**src/rtl/mem_port_arbiter_pkg.sv**
```systemverilog
// Shared types and constants for the data-memory port arbiter.
package mem_port_arbiter_pkg;

    typedef enum logic [1:0] {
        OWN_NONE = 2'd0,
        OWN_CPU  = 2'd1,
        OWN_AUX  = 2'd2
    } owner_t;

    localparam logic [3:0] WE_NONE = 4'b0000;
    localparam logic [3:0] WE_WORD = 4'b1111;

    function automatic logic is_read(input logic [3:0] we);
        return (we & WE_WORD) == WE_NONE;
    endfunction

endpackage

```
**src/rtl/mem_port_arbiter_if.sv**
```systemverilog
// Bundles the CPU, auxiliary and BRAM-side signals of the shared memory port.
interface mem_port_arbiter_if #(
    parameter int unsigned ADDR_W = 12,
    parameter int unsigned DATA_W = 32
);
    logic              cpu_req;
    logic [3:0]        cpu_we;
    logic [ADDR_W-1:0] cpu_adr;
    logic [DATA_W-1:0] cpu_din;
    logic              cpu_stall;
    logic              cpu_rvalid;
    logic [DATA_W-1:0] cpu_dout;

    logic              aux_req;
    logic [3:0]        aux_we;
    logic [ADDR_W-1:0] aux_adr;
    logic [DATA_W-1:0] aux_din;
    logic              aux_gnt;
    logic              aux_rvalid;
    logic [DATA_W-1:0] aux_dout;

    logic [ADDR_W-1:0] mem_adr;
    logic [3:0]        mem_we;
    logic [DATA_W-1:0] mem_din;
    logic [DATA_W-1:0] mem_dout;

    // Requesters and BRAM side.
    modport master (
        output cpu_req, cpu_we, cpu_adr, cpu_din,
        output aux_req, aux_we, aux_adr, aux_din,
        output mem_dout,
        input  cpu_stall, cpu_rvalid, cpu_dout,
        input  aux_gnt, aux_rvalid, aux_dout,
        input  mem_adr, mem_we, mem_din
    );

    // Arbiter side.
    modport slave (
        input  cpu_req, cpu_we, cpu_adr, cpu_din,
        input  aux_req, aux_we, aux_adr, aux_din,
        input  mem_dout,
        output cpu_stall, cpu_rvalid, cpu_dout,
        output aux_gnt, aux_rvalid, aux_dout,
        output mem_adr, mem_we, mem_din
    );
endinterface

```
**src/rtl/mem_port_arbiter_sat_counter.sv**
```systemverilog
// Saturating up-counter with synchronous clear; reset and clear take priority over increment.
module sat_counter #(
    parameter int unsigned     WIDTH = 4,
    parameter logic [WIDTH-1:0] MAX  = '1
) (
    input  logic             clk,
    input  logic             rst,
    input  logic             clr,
    input  logic             inc,
    output logic [WIDTH-1:0] cnt
);

    always_ff @(posedge clk) begin
        if (rst || clr) begin
            cnt <= '0;
        end else if (inc && (cnt != MAX)) begin
            cnt <= cnt + 1'b1;
        end
    end

endmodule

```
**src/rtl/mem_port_arbiter.sv**
```systemverilog
// Arbitrates the single dmem BRAM port between the CPU and an auxiliary requester.
// Optional statistics counters are built when MEM_PORT_ARB_STATS_EN is defined.
module mem_port_arbiter
    import mem_port_arbiter_pkg::*;
#(
    parameter int unsigned ADDR_W     = 12,
    parameter int unsigned DATA_W     = 32,
    parameter int unsigned STARVE_MAX = 4
) (
    input  logic                  clk,
    input  logic                  rst,
    mem_port_arbiter_if.slave     bus
`ifdef MEM_PORT_ARB_STATS_EN
    ,
    output logic [15:0]           stat_stall_cnt,
    output logic [15:0]           stat_aux_cnt
`endif
);

    localparam logic [3:0] STARVE_LIM = 4'(STARVE_MAX);

    logic [3:0]        starve_cnt;
    logic [3:0]        starve_eff;
    logic              starve_inc;
    logic              starve_clr;
    logic              aux_win;
    logic              cpu_win;
    logic              stall;
    logic [ADDR_W-1:0] adr_sel;
    logic [DATA_W-1:0] din_sel;
    logic [3:0]        we_sel;
    owner_t            owner_q;
    owner_t            owner_d;

    // While rst is high the register may still hold a stale count; arbitrate as if cleared.
    assign starve_eff = rst ? '0 : starve_cnt;

    always_comb begin
        aux_win = bus.aux_req && (!bus.cpu_req || (starve_eff == STARVE_LIM));
        cpu_win = bus.cpu_req && !aux_win;
        stall   = bus.cpu_req && !cpu_win;
    end

    always_comb begin
        adr_sel = bus.cpu_adr;
        din_sel = bus.cpu_din;
        we_sel  = WE_NONE;
        if (aux_win) begin
            adr_sel = bus.aux_adr;
            din_sel = bus.aux_din;
            we_sel  = bus.aux_we;
        end else if (cpu_win) begin
            we_sel  = bus.cpu_we;
        end
    end

    assign bus.mem_adr   = adr_sel;
    assign bus.mem_din   = din_sel;
    assign bus.mem_we    = we_sel;
    assign bus.cpu_stall = stall;
    assign bus.aux_gnt   = aux_win;

    assign starve_inc = bus.aux_req && !aux_win;
    assign starve_clr = !starve_inc;

    sat_counter #(
        .WIDTH (4),
        .MAX   (STARVE_LIM)
    ) u_starve (
        .clk (clk),
        .rst (rst),
        .clr (starve_clr),
        .inc (starve_inc),
        .cnt (starve_cnt)
    );

    always_ff @(posedge clk) begin
        if (rst) begin
            owner_q <= OWN_NONE;
        end else begin
            owner_q <= owner_d;
        end
    end

    always_comb begin
        owner_d = OWN_NONE;
        if (aux_win && is_read(bus.aux_we)) begin
            owner_d = OWN_AUX;
        end else if (cpu_win && is_read(bus.cpu_we)) begin
            owner_d = OWN_CPU;
        end
    end

    // Gating with rst drops a read return that is pending when reset arrives.
    assign bus.cpu_rvalid = !rst && (owner_q == OWN_CPU);
    assign bus.aux_rvalid = !rst && (owner_q == OWN_AUX);
    assign bus.cpu_dout   = bus.mem_dout;
    assign bus.aux_dout   = bus.mem_dout;

`ifdef MEM_PORT_ARB_STATS_EN
    sat_counter #(
        .WIDTH (16),
        .MAX   (16'hFFFF)
    ) u_stat_stall (
        .clk (clk),
        .rst (rst),
        .clr (1'b0),
        .inc (stall),
        .cnt (stat_stall_cnt)
    );

    sat_counter #(
        .WIDTH (16),
        .MAX   (16'hFFFF)
    ) u_stat_aux (
        .clk (clk),
        .rst (rst),
        .clr (1'b0),
        .inc (aux_win),
        .cnt (stat_aux_cnt)
    );
`endif

endmodule

```
**src/flat_wrapper.sv**
```systemverilog
// flat-port wrapper written by rule: the top's interface ports become plain ports
module mem_port_arbiter_flat import mem_port_arbiter_pkg::*;
#(
    parameter int unsigned ADDR_W     = 12,
    parameter int unsigned DATA_W     = 32,
    parameter int unsigned STARVE_MAX = 4
)
  (clk, rst, bus_cpu_req, bus_cpu_we, bus_cpu_adr, bus_cpu_din, bus_aux_req, bus_aux_we, bus_aux_adr, bus_aux_din, bus_mem_dout, bus_cpu_stall, bus_cpu_rvalid, bus_cpu_dout, bus_aux_gnt, bus_aux_rvalid, bus_aux_dout, bus_mem_adr, bus_mem_we, bus_mem_din);
  mem_port_arbiter_if #(.ADDR_W(ADDR_W), .DATA_W(DATA_W)) bus_i ();
  input  logic clk;
  input  logic rst;
  input wire logic [$bits(bus_i.cpu_req)-1:0] bus_cpu_req;
  input wire logic [$bits(bus_i.cpu_we)-1:0] bus_cpu_we;
  input wire logic [$bits(bus_i.cpu_adr)-1:0] bus_cpu_adr;
  input wire logic [$bits(bus_i.cpu_din)-1:0] bus_cpu_din;
  input wire logic [$bits(bus_i.aux_req)-1:0] bus_aux_req;
  input wire logic [$bits(bus_i.aux_we)-1:0] bus_aux_we;
  input wire logic [$bits(bus_i.aux_adr)-1:0] bus_aux_adr;
  input wire logic [$bits(bus_i.aux_din)-1:0] bus_aux_din;
  input wire logic [$bits(bus_i.mem_dout)-1:0] bus_mem_dout;
  output wire logic [$bits(bus_i.cpu_stall)-1:0] bus_cpu_stall;
  output wire logic [$bits(bus_i.cpu_rvalid)-1:0] bus_cpu_rvalid;
  output wire logic [$bits(bus_i.cpu_dout)-1:0] bus_cpu_dout;
  output wire logic [$bits(bus_i.aux_gnt)-1:0] bus_aux_gnt;
  output wire logic [$bits(bus_i.aux_rvalid)-1:0] bus_aux_rvalid;
  output wire logic [$bits(bus_i.aux_dout)-1:0] bus_aux_dout;
  output wire logic [$bits(bus_i.mem_adr)-1:0] bus_mem_adr;
  output wire logic [$bits(bus_i.mem_we)-1:0] bus_mem_we;
  output wire logic [$bits(bus_i.mem_din)-1:0] bus_mem_din;
  assign bus_i.cpu_req = bus_cpu_req;
  assign bus_i.cpu_we = bus_cpu_we;
  assign bus_i.cpu_adr = bus_cpu_adr;
  assign bus_i.cpu_din = bus_cpu_din;
  assign bus_i.aux_req = bus_aux_req;
  assign bus_i.aux_we = bus_aux_we;
  assign bus_i.aux_adr = bus_aux_adr;
  assign bus_i.aux_din = bus_aux_din;
  assign bus_i.mem_dout = bus_mem_dout;
  assign bus_cpu_stall = bus_i.cpu_stall;
  assign bus_cpu_rvalid = bus_i.cpu_rvalid;
  assign bus_cpu_dout = bus_i.cpu_dout;
  assign bus_aux_gnt = bus_i.aux_gnt;
  assign bus_aux_rvalid = bus_i.aux_rvalid;
  assign bus_aux_dout = bus_i.aux_dout;
  assign bus_mem_adr = bus_i.mem_adr;
  assign bus_mem_we = bus_i.mem_we;
  assign bus_mem_din = bus_i.mem_din;
  mem_port_arbiter #(.ADDR_W(ADDR_W), .DATA_W(DATA_W), .STARVE_MAX(STARVE_MAX)) u_core (.clk(clk), .rst(rst), .bus(bus_i));
endmodule
```
**config.mk**
```make
export PLATFORM = sky130hd
export DESIGN_NAME = mem_port_arbiter_flat
export DESIGN_NICKNAME = d
export VERILOG_FILES = /design/src/rtl/mem_port_arbiter_pkg.sv /design/src/rtl/mem_port_arbiter_if.sv /design/src/rtl/mem_port_arbiter_sat_counter.sv /design/src/rtl/mem_port_arbiter.sv /design/src/flat_wrapper.sv
export SDC_FILE = /design/constraint.sdc
export NUM_CORES = 1
export LEC_CHECK = 0
export CORE_AREA = 2 2 96 98
export CTS_CLUSTER_DIAMETER = 200
export CTS_CLUSTER_SIZE = 12
export DETAILED_ROUTE_END_ITERATION = 7
export DIE_AREA = 0 0 98 100
export PLACE_DENSITY = 0.77
export SETUP_SLACK_MARGIN = 0.15
export SLEW_MARGIN = 10
export SYNTH_ARGS = -nofsm -noshare
export SYNTH_HDL_FRONTEND = slang
export SYNTH_HIERARCHICAL = 1
export SYNTH_SLANG_ARGS = --single-unit
```
**constraint.sdc**
```tcl
create_clock -name clk -period 4.39 [get_ports clk]
set_input_delay 0.878 -clock clk [delete_from_list [all_inputs] [get_ports clk]]
set_output_delay 0.878 -clock clk [all_outputs]
set_load 0.1 [all_outputs]
```
==> impl_summary.txt <==
----------------------------------------------------
[Critical path]
  CP Capture Type ... output pin
  Data required time of the critical path ... ~3.5 ns
  Most frequent cell on the critical path ... sky130_fd_sc_hd__buf_12
  R2R Path Start ... u_core/u_starve/cnt[2]
  Worst setup SP type ... primary input
  Biggest fanout along the worst timing path ... 23
  Type of the worst setup path ... in -> out
  Cell with the biggest individual delay on the critical path ... sky130_fd_sc_hd__clkdlybuf4s50_1
  R2r setup slk ... around 2.5 ns
  Data arrival time of the critical path ... roughly 3 ns
  Crit-path cells ... clkdlybuf4s50_1 > nor2b_1 > a31oi_4 > buf_12 > mux2_2 > buf_12
  Length in cells of the worst reg-to-reg path ... 5
  Crit. Startpoint ... bus_cpu_req
  Worst stage delay on the critical path ... 0.60 ns
  Reg2Reg Capture Point ... u_core/owner_q[0]

[Floorplanning]
  Rows ... 35
  Die outline height ... ~100 um
  Chip Width ... between 90 and 100 um
  Total Die Area ... slightly below 10000 um^2
  Starting density of the core ... 17.9%
  Number of top-level design ports ... around 250
  Area of the core region ... around 9000 um^2

[Clock tree]
  Clock Root Buffer ... sky130_fd_sc_hd__clkbuf_8
  Clock buffers created by TritonCTS ... 3
  H-tree depth ... 1
  Total of hold buffers inserted after clock tree synthesis ... 0
  Post-cts repair resize count ... 0
  Post-CTS setup buffers ... 0
  Clock sinks ... 6
  Clock tree from TritonCTS ... yes
  Number of buffers between clock root and the deepest sink ... 2
  Worst-skew pair later-pin latency ... between 0.2 and 0.25 ns
  Clock-pin transition on the worst setup and hold timing paths ... roughly 0.030 ns

[Synthesis]
  Post-Syn Instances ... 162
  Fraction of registers with async set or reset after synthesis ... 0%
  Register bit total from synthesis ... 6
  Post-synth EDFFs ... 0
  Ys Warns ... 6
  Post-synth net total ... about 300
  Post-synthesis cell area ... approximately 1600 um^2
  Library cell with the largest summed area after synthesis ... sky130_fd_sc_hd__mux2_4
  Area share of the largest cell type after synthesis ... 36.8%
  Proportion of synthesized chip area in sequential cells ... 7.55%
  Synth area leaders ... sky130_fd_sc_hd__mux2_4 37%, sky130_fd_sc_hd__buf_4 30%, sky130_fd_sc_hd__dfxtp_1 7.6%
  Unique cell type count in the Yosys netlist ... 28
  Most used flip-flop cell after synthesis ... sky130_fd_sc_hd__dfxtp_1
  Mean area per synthesized cell ... just under 10 um^2

[Detailed routing]
  Antenna Nets Post-Route ... 0
  Routed via count ... roughly 1400
  Vias per cell ... ~4.0
  Drt first-iter violations ... 15
  Pre-antenna DRT Iters ... 4
  Wire per inst ... ~15 um
  Detailed Route WL ... 5.57 mm
  Number of design rule violations left after detail routing ... 0

[Timing]
  Minimum clock period after layout ... 3.84 ns
  Final worst slack ... 0.553 ns
  Pins Over Slew Limit ... 0
  Hold Vio Cnt, Final ... 0
  Final period utilization ... 87.4%
  Worst Skew ... 0.000603 ns
  Unrepaired setup endpoints after global routing ... false
  Accumulated negative setup slack ... 0 ns
  Transition time at the pin with the least slew margin ... around 0.6 ns
  Fmax ... about 0.26 GHz
  Final setup violation count ... 0
  Relative slew slack ... between 50% and 60%

[Cells and area]
  Post-synthesis to final-layout area growth ... 107%
  Share of cells above drive strength 1 ... 42.2%
  Antenna diode count ... 0
  Count of nets after finishing ... 387
  Fill cells ... between 800 and 900

[Worst hold path]
  Worst hold path cell count ... 2
  Hold Path End ... u_core/u_starve/cnt[3]
  Type of the most critical hold path ... reg -> reg
  Startpoint of the tightest hold check path ... u_core/u_starve/cnt[3]

[Global route]
  Wire length of the first global-routing pass ... between 8 and 9 mm
  Via count of the first global-routing pass ... between 1500 and 2000
  Initial antenna violation count ... 0
  GR Util All Layers ... between 10% and 20%
  Pin count of the biggest net entering global routing ... 24
  Total overflow reported by the global router ... 0

[Place]
  HPWL Detailed ... between 4 and 5 mm
  Input/output buffers ... 151
  Setup slack after placement ... between 0.5 and 0.6 ns
  Routability Congestion ... ~0.78

[Pwr]
  Areal power density over the cells ... roughly 220 nW/um^2
  Pleak ... ~1.4 nW
  Max rail drop VDD ... 74.4 uV

[Flow run]
  Max-cap viol count ... 0

[Outcome]
  Run status ... completed

----------------------------------------------------
[layout by cell type (no fill, tap or decap)]
| master | count |
|---|---|
| sky130_fd_sc_hd__nor3_1 | 1 |
| sky130_fd_sc_hd__nor3b_4 | 1 |
| sky130_fd_sc_hd__ha_1 | 2 |
| sky130_fd_sc_hd__nand3b_1 | 1 |
| sky130_fd_sc_hd__dfxtp_1 | 6 |
| sky130_fd_sc_hd__mux2_2 | 5 |
| sky130_fd_sc_hd__a21oi_1 | 3 |
| sky130_fd_sc_hd__a21boi_0 | 2 |
| sky130_fd_sc_hd__nor2_1 | 3 |
| sky130_fd_sc_hd__clkbuf_8 | 3 |
| sky130_fd_sc_hd__mux2_4 | 39 |
| sky130_fd_sc_hd__nand3_1 | 4 |
| sky130_fd_sc_hd__nor2b_1 | 1 |
| sky130_fd_sc_hd__or3_1 | 1 |
| sky130_fd_sc_hd__nand4_1 | 1 |
| sky130_fd_sc_hd__a31oi_4 | 1 |
| sky130_fd_sc_hd__nor3b_1 | 2 |
| sky130_fd_sc_hd__a21boi_1 | 1 |
| sky130_fd_sc_hd__o21ai_0 | 2 |
| sky130_fd_sc_hd__buf_4 | 4 |
| sky130_fd_sc_hd__buf_12 | 51 |
| sky130_fd_sc_hd__inv_1 | 5 |
| sky130_fd_sc_hd__a32o_1 | 4 |
| sky130_fd_sc_hd__or4_1 | 1 |
| sky130_fd_sc_hd__nand2_1 | 3 |
| sky130_fd_sc_hd__nor4_1 | 2 |
| sky130_fd_sc_hd__or4b_2 | 1 |
| sky130_fd_sc_hd__inv_2 | 1 |
| sky130_fd_sc_hd__clkdlybuf4s50_1 | 99 |
| sky130_fd_sc_hd__and3b_1 | 1 |
[layout make-up]
| class | count | area [um^2] | share of cell area [%] |
|---|---|---|---|
| clock buffer | 3 | 41.3 | 1.26 |
| inverter | 6 | 22.5 | 0.685 |
| multi-input combinational | 82 | 922 | 28.1 |
| sequential | 6 | 120 | 3.65 |
| tap | 111 | 139 | 4.23 |
| timing repair buffer | 154 | 2040 | 62.1 |
[sequential cells by signal, summed over array words and instances, names as in the netlist]
register / cells
u_core/u_starve/cnt: 4
u_core/owner_q: 2
[critical path: cells and delay by family]
kind	cells	cell delay, ns
buffers and inverters	3	1.05
AO/OA/AOI/OAI	1	0.51
multiplexers	1	0.39
AND/OR/NAND/NOR	1	0.11
[cells by family after synthesis]
group                      share of synthesized area, %
buffers and inverters                              34.5
and+or+nand+nor                                    9.21
muxes                                              40.4
AOI/OAI and AO/OA                                  6.84
DFF                                                7.55
adders and majority gates                          1.57
[per-layer routing]
| layer | share of wire [%] | vias to the layer above | GRT usage (%) |
|---|---|---|---|
| li1 | - | 678 | - |
| met1 | 34 | 669 | 10.5 |
| met2 | 56 | 91 | 21.0 |
| met3 | 10 | 4 | 2.72 |
| met4 | 0.48 | 0 | 2.24 |
| met5 | 0 | - | 0 |
[cells in the mapped netlist, types with 2 or more instances]
library cell and number:
sky130_fd_sc_hd__buf_4 64, sky130_fd_sc_hd__mux2_4 39, sky130_fd_sc_hd__dfxtp_1 6, sky130_fd_sc_hd__inv_1 5, sky130_fd_sc_hd__mux2_2 5, sky130_fd_sc_hd__a32o_1 4
sky130_fd_sc_hd__buf_6 4, sky130_fd_sc_hd__nand3_1 4, sky130_fd_sc_hd__a21oi_1 3, sky130_fd_sc_hd__nand2_1 3, sky130_fd_sc_hd__nor2_1 3, sky130_fd_sc_hd__a21boi_0 2
sky130_fd_sc_hd__ha_1 2, sky130_fd_sc_hd__nor3b_1 2, sky130_fd_sc_hd__nor4_1 2, sky130_fd_sc_hd__o21ai_0 2
[how the worst max path moves through the flow]
| stage | to | cells past startpoint | slack, ns |
|---|---|---|---|
| floorplan | bus_aux_rvalid | 1 | 0.42 |
| detailed placement | bus_mem_adr[10] | 6 | 0.53 |
| global route | bus_mem_adr[10] | 6 | 0.46 |
| finish | bus_mem_adr[10] | 6 | 0.55 |
| CTS | bus_mem_adr[10] | 6 | 0.52 |
| global placement | bus_mem_adr[10] | 6 | 0.55 |
[power breakdown]
part            total, W  leakage (nW)  switching [W]  internal (W)
Combinational   0.000602          1.33       0.000338      0.000264
Clock          0.0000804        0.0216      0.0000217     0.0000587
Sequential     0.0000555        0.0484    0.000000293     0.0000552
Total           0.000738          1.40       0.000360      0.000378
[metrics by stage]
stage          cell area (um^2)  std cells  utilization, %  hold slack, ns  total power (W)
4_1_cts                    3290        362            37.0           0.512         0.000746
3_5_place_dp               3250        359            36.5           0.506         0.000661
6_report                   3290        362            37.0           0.510         0.000738
3_3_place_gp               3250        359            36.5           0.494         0.000657
5_1_grt                    3290        362            37.0           0.559         0.000759
2_1_floorplan              1590        162               -           0.473         0.000672
Note: power is estimated with default switching activity, not from simulation.
==> edit 1: new RTL, same settings <==
`ADDR_W` is set to 12 in 3 places; all go to 10.
--- a/src/rtl/mem_port_arbiter_if.sv
+++ b/src/rtl/mem_port_arbiter_if.sv
@@ -1,6 +1,6 @@
 // Bundles the CPU, auxiliary and BRAM-side signals of the shared memory port.
 interface mem_port_arbiter_if #(
-    parameter int unsigned ADDR_W = 12,
+    parameter int unsigned ADDR_W = 10,
     parameter int unsigned DATA_W = 32
 );
     logic              cpu_req;
--- a/src/rtl/mem_port_arbiter.sv
+++ b/src/rtl/mem_port_arbiter.sv
@@ -3,7 +3,7 @@
 module mem_port_arbiter
     import mem_port_arbiter_pkg::*;
 #(
-    parameter int unsigned ADDR_W     = 12,
+    parameter int unsigned ADDR_W     = 10,
     parameter int unsigned DATA_W     = 32,
     parameter int unsigned STARVE_MAX = 4
 ) (
--- a/src/flat_wrapper.sv
+++ b/src/flat_wrapper.sv
@@ -1,7 +1,7 @@
 // flat-port wrapper written by rule: the top's interface ports become plain ports
 module mem_port_arbiter_flat import mem_port_arbiter_pkg::*;
 #(
-    parameter int unsigned ADDR_W     = 12,
+    parameter int unsigned ADDR_W     = 10,
     parameter int unsigned DATA_W     = 32,
     parameter int unsigned STARVE_MAX = 4
 )
Ports: changed (resized bus_aux_adr, bus_cpu_adr and bus_mem_adr); port bits go from 248 to 242. The function was not compared with the original's and may differ.
==> edit 1 against the original RTL <==
Synthesized cell count decreased by 1.2%. Routed wire length increased by 11%. Total power decreased by 5.3%. Area after synthesis decreased by 1.4%. Combinational power decreased by 6.5%. Critical endpoint is now bus_mem_we[3]. Sequential cell count unchanged. Non-clock buffer count decreased by 8. Worst setup slack improved by 0.12 ns. Design area decreased by 7.0%.
==> edit 1: results (changes against the original RTL) <==
| Metric | Value |
|---|---|
| Syn nets | `290 (-2.0%)` |
| Drt wl/cell | `17.63 um (+15%)` |
| Initial DRC Count | `35 (+20)` |
| Leakage | `1.309 nW (-6.7%)` |
| Max clock buf depth | `2 (unchanged)` |
| Hold Crit Endpoint | `u_core/u_starve/cnt[3]` |
| Reg2reg setup slack | `2.68 ns (+0.19 ns)` |
| Yosys cell types | `28 (unchanged)` |
| GRT Util Overall | `11.67% (+1.3 points)` |
| Compound-Gate Fraction of Synth Area | `6.943% (+0.098 points)` |
| Post-Synth Adder-Cell Area | `1.596% (+0.023 points)` |
| Vias in the first global route | `1,464 (-4.6%)` |
| First-pass GRT wire length | `8832 um (+8.5%)` |
| Tightest Hold Check Type | `register to register` |
| Reg2reg end | `u_core/u_starve/cnt[3]` |
| Least-Margin Pin Slew | `0.5014 ns (-0.1003 ns)` |
| Critical Path AT | `2.84 ns (-0.12 ns)` |
| Buffers on Ports | `145 (-4.0%)` |
| DP Wirelength | `5090 um (+5.1%)` |
| Vias | `1,394 (-3.3%)` |
| Post-synth top cells | `buf_4, mux2_4, dfxtp_1` |
| Fraction of power spent switching nets | `49.78% (+0.98 points)` |
| Area contributors post-synth | `mux2_4, buf_4, dfxtp_1` |
| GP Congestion | `0.7544 (-3.0%)` |
| Layout cells sized above 1 | `41.49% (-0.74 points)` |
| Largest net degree at the start of global routing | `45 (+88%)` |
| Outcome | `finished, final reports clean` |
| Mux share of post-synthesis cell area | `39.51% (-0.86 points)` |
| Nets | `373 (-3.6%)` |
| Worst vdd ir | `0.08926 mV (+20%)` |
| Register area share after synthesis | `7.662% (+0.11 points)` |
| Clock Skew | `0.0004438 ns (-0.0001589 ns)` |
| Max incr delay on CP | `0.68 ns (+0.08 ns)` |
| Fill cells | `881 (+2.8%)` |
-- edit 1: cell count changes in the layout (fill, tap and decap cells not counted) --
cell and delta:
clkdlybuf4s50_1 -4, buf_12 -11, mux2_2 -2, buf_4 +7
-- edit 1: how the worst max path moves through the flow --
stage          start  cells past startpoint  slack [ns]         endpoint
6_report         rst                      7        0.68    bus_mem_we[3]
3_5_place_dp     rst                      7        0.70    bus_mem_we[3]
4_1_cts          rst                      7        0.70    bus_mem_we[3]
3_3_place_gp     rst                      6        0.77  bus_mem_din[31]
5_1_grt          rst                      7        0.60    bus_mem_we[0]
2_1_floorplan    rst                      1        0.42   bus_aux_rvalid
-- edit 1: kinds of logic (layout without fill, tap and decap cells) --
kind of cell / count (synthesis) / after routing
multiplexers: 42 / 42
AO/OA/AOI/OAI: 13 / 13
adder cells (fa/ha/maj): 2 / 2
AND/OR/NAND/NOR: 23 / 23
buffers and inverters: 74 / 155
flip-flops: 6 / 6
-- edit 1: cell type report --
type,count,share of cell area (%)
multi-input combinational,80,29.43
clock buffer,3,1.351
tap,111,4.544
timing repair buffer,146,60.01
inverter,6,0.7368
sequential,6,3.930
-- edit 1: power by group through the flow --
stage          clock [mW]  combinational [mW]  sequential [mW]
3_5_place_dp            0               0.563           0.0563
6_report           0.0806               0.563           0.0555
5_1_grt            0.0891               0.577           0.0554
4_1_cts            0.0827               0.567           0.0554
3_3_place_gp            0               0.562           0.0562
2_1_floorplan           0               0.603           0.0562
-- edit 1: per-layer routing --
metal	up-vias	wire length, um	GRT usage (%)
li1	655	-	-
met1	641	2385	13.29
met2	90	3056	20.97
met3	8	731	4.805
met4	0	32	1.709
met5	-	0	0
-- edit 1: per-stage QoR --
step / area [um^2] / util (%) / hold WS [ns] / setup slack (ns) / instances
after global placement: 3015 / 33.92 / 0.4976 / 0.7712 / 349
final: 3057 / 34.38 / 0.5305 / 0.6761 / 352
after CTS: 3057 / 34.38 / 0.5233 / 0.6969 / 352
after detailed placement: 3015 / 33.92 / 0.5182 / 0.6954 / 349
after floorplan: 1568 / - / 0.4726 / 0.4219 / 160
after global routing: 3057 / 34.38 / 0.5390 / 0.6001 / 352
-- edit 1: worst min-delay path, cell delays in order, from the launching register on --
cell,delay [ns]
dfxtp_1,0.34
nand2_1,0.08
a21boi_1,0.06
==> edit 2: new RTL, same settings <==
Made on the original files. The 3 values of `owner_t` get a one-hot encoding in 3 bits.
--- a/src/rtl/mem_port_arbiter_pkg.sv
+++ b/src/rtl/mem_port_arbiter_pkg.sv
@@ -1,10 +1,10 @@
 // Shared types and constants for the data-memory port arbiter.
 package mem_port_arbiter_pkg;
 
-    typedef enum logic [1:0] {
-        OWN_NONE = 2'd0,
-        OWN_CPU  = 2'd1,
-        OWN_AUX  = 2'd2
+    typedef enum logic [2:0] {
+        OWN_NONE = 3'b001,
+        OWN_CPU  = 3'b010,
+        OWN_AUX  = 3'b100
     } owner_t;
 
     localparam logic [3:0] WE_NONE = 4'b0000;
Function: same outputs for any inputs over 10 cycles, from zero or initial values and one cycle with rst high; not proved beyond that.
==> edit 2 against the original RTL <==
Worst setup slack better by 0.12 ns. Via count up 4.8%. Critical endpoint is now bus_mem_we[1]. Largest power group unchanged. Routed wire length up 6.3%. First-iteration DRC count up 93%. Design area down 3.8%. Total power down 0.57%. Area after synthesis down 3.2%. Sequential share of layout area up 0.78 points. Critical path type unchanged. Sequential cell count up 1.
==> edit 2: results (changes against the original RTL) <==
| Metric | Value |
|---|---|
| Syn Area/Cell | `9.215 um^2 (-6.1%)` |
| First-pass GRT wire length | `8769 um (+7.7%)` |
| Regs by FF count | `u_core/u_starve/cnt: 4 flops, u_core/owner_q: 3 flops` |
| Yosys cell types | `29 (+3.6%)` |
| Critical Path AT | `2.84 ns (-0.12 ns)` |
| DP Wirelength | `5265 um (+8.7%)` |
| Register area share after synthesis | `9.106% (+1.6 points)` |
| Vias in the first global route | `1,610 (+4.9%)` |
| Initial DRC Count | `29 (+14)` |
| Area contributors post-synth | `buf_4, mux2_2, mux2_4` |
| Clock Skew | `0.002227 ns (+0.001624 ns)` |
| GP Congestion | `0.8087 (+3.9%)` |
| Worst vdd ir | `0.08859 mV (+19%)` |
| Max clock buf depth | `2 (unchanged)` |
| Outcome | `finished, final reports clean` |
| Vias | `1,511 (+4.8%)` |
| Placed insts | `361 (+0.56%)` |
| Syn nets | `301 (+1.7%)` |
| GRT Util Overall | `11.26% (+0.92 points)` |
| Least-Margin Pin Slew | `0.3535 ns (-0.2482 ns)` |
| Buffers on Ports | `151 (unchanged)` |
| Layout cells sized above 1 | `40.94% (-1.3 points)` |
| Largest net degree at the start of global routing | `49 (+100%)` |
| Final WL | `5921 um (+6.3%)` |
| Post-synth top cells | `buf_4, mux2_2, mux2_4` |
| Leakage | `1.283 nW (-8.5%)` |
| Nets | `389 (+0.52%)` |
| Root Driver | `clkbuf_8` |
| Crit-path max FO | `48 (+110%)` |
## edit 2: changes by cell type after synthesis, sizes merged
cell and change:
and2 +2, or4b -1, nor3 +1, inv +1, nor4 -1, nor3b -3, dfxtp +1, a22oi +1
nand3 -1, mux2i +1, a31oi -1, nor4b +3, buf +1, or4 +1
## edit 2: area by class of cell
class / instances / area, um^2
timing repair buffer: 152 / 1952
tap: 111 / 138.9
inverter: 7 / 26.28
fill: 881 / 5727
sequential: 7 / 140.1
multi-input combinational: 84 / 860.8
clock buffer: 4 / 45.04
## edit 2: final timing paths
kind	from	to	slack [ns]	depth (start not counted)
setup / recovery	rst	bus_mem_we[1]	0.67	7
hold / removal	u_core/u_starve/cnt[3]	u_core/u_starve/cnt[3]	0.56	2
setup reg to reg	u_core/u_starve/cnt[3]	u_core/u_starve/cnt[3]	2.72	6
hold reg to reg	u_core/u_starve/cnt[3]	u_core/u_starve/cnt[3]	0.56	2
## edit 2: power breakdown
part,switching [mW],leakage [nW],internal [mW],total [mW]
registers,0.000534,0.0565,0.0644,0.0649
logic,0.334,1.20,0.243,0.578
clock network,0.0289,0.0228,0.0629,0.0917
## edit 2: cell families after synthesis
family | Yosys count | synth area share, %
compound gates | 13 | 6.504
fa+ha+maj | 2 | 1.626
buf+inv | 76 | 35.77
flops | 7 | 9.105
mux | 45 | 36.75
simple gates | 24 | 10.24
## edit 2: routing by layer
layer	global-route usage (%)	up-vias	wire, um
met5	0	-	0
met4	3.312	0	85
met3	3.552	11	610
met2	21.34	122	3310
met1	11.94	687	1915
li1	-	691	-
## edit 2: critical path: stages
cell	delay, ns
clkdlybuf4s50_1	0.58
nor4b_4	0.41
a22oi_2	0.11
buf_12	0.21
inv_1	0.17
a32o_1	0.17
buf_4	0.30
## edit 2: stage by stage
| stage | setup WS, ns | instance area, um^2 |
|---|---|---|
| after floorplan | 0.3807 | 1551 |
| after global placement | 0.6969 | 3118 |
| after detailed placement | 0.6562 | 3118 |
| after CTS | 0.6445 | 3163 |
| after global routing | 0.5520 | 3163 |
| final | 0.6738 | 3163 |
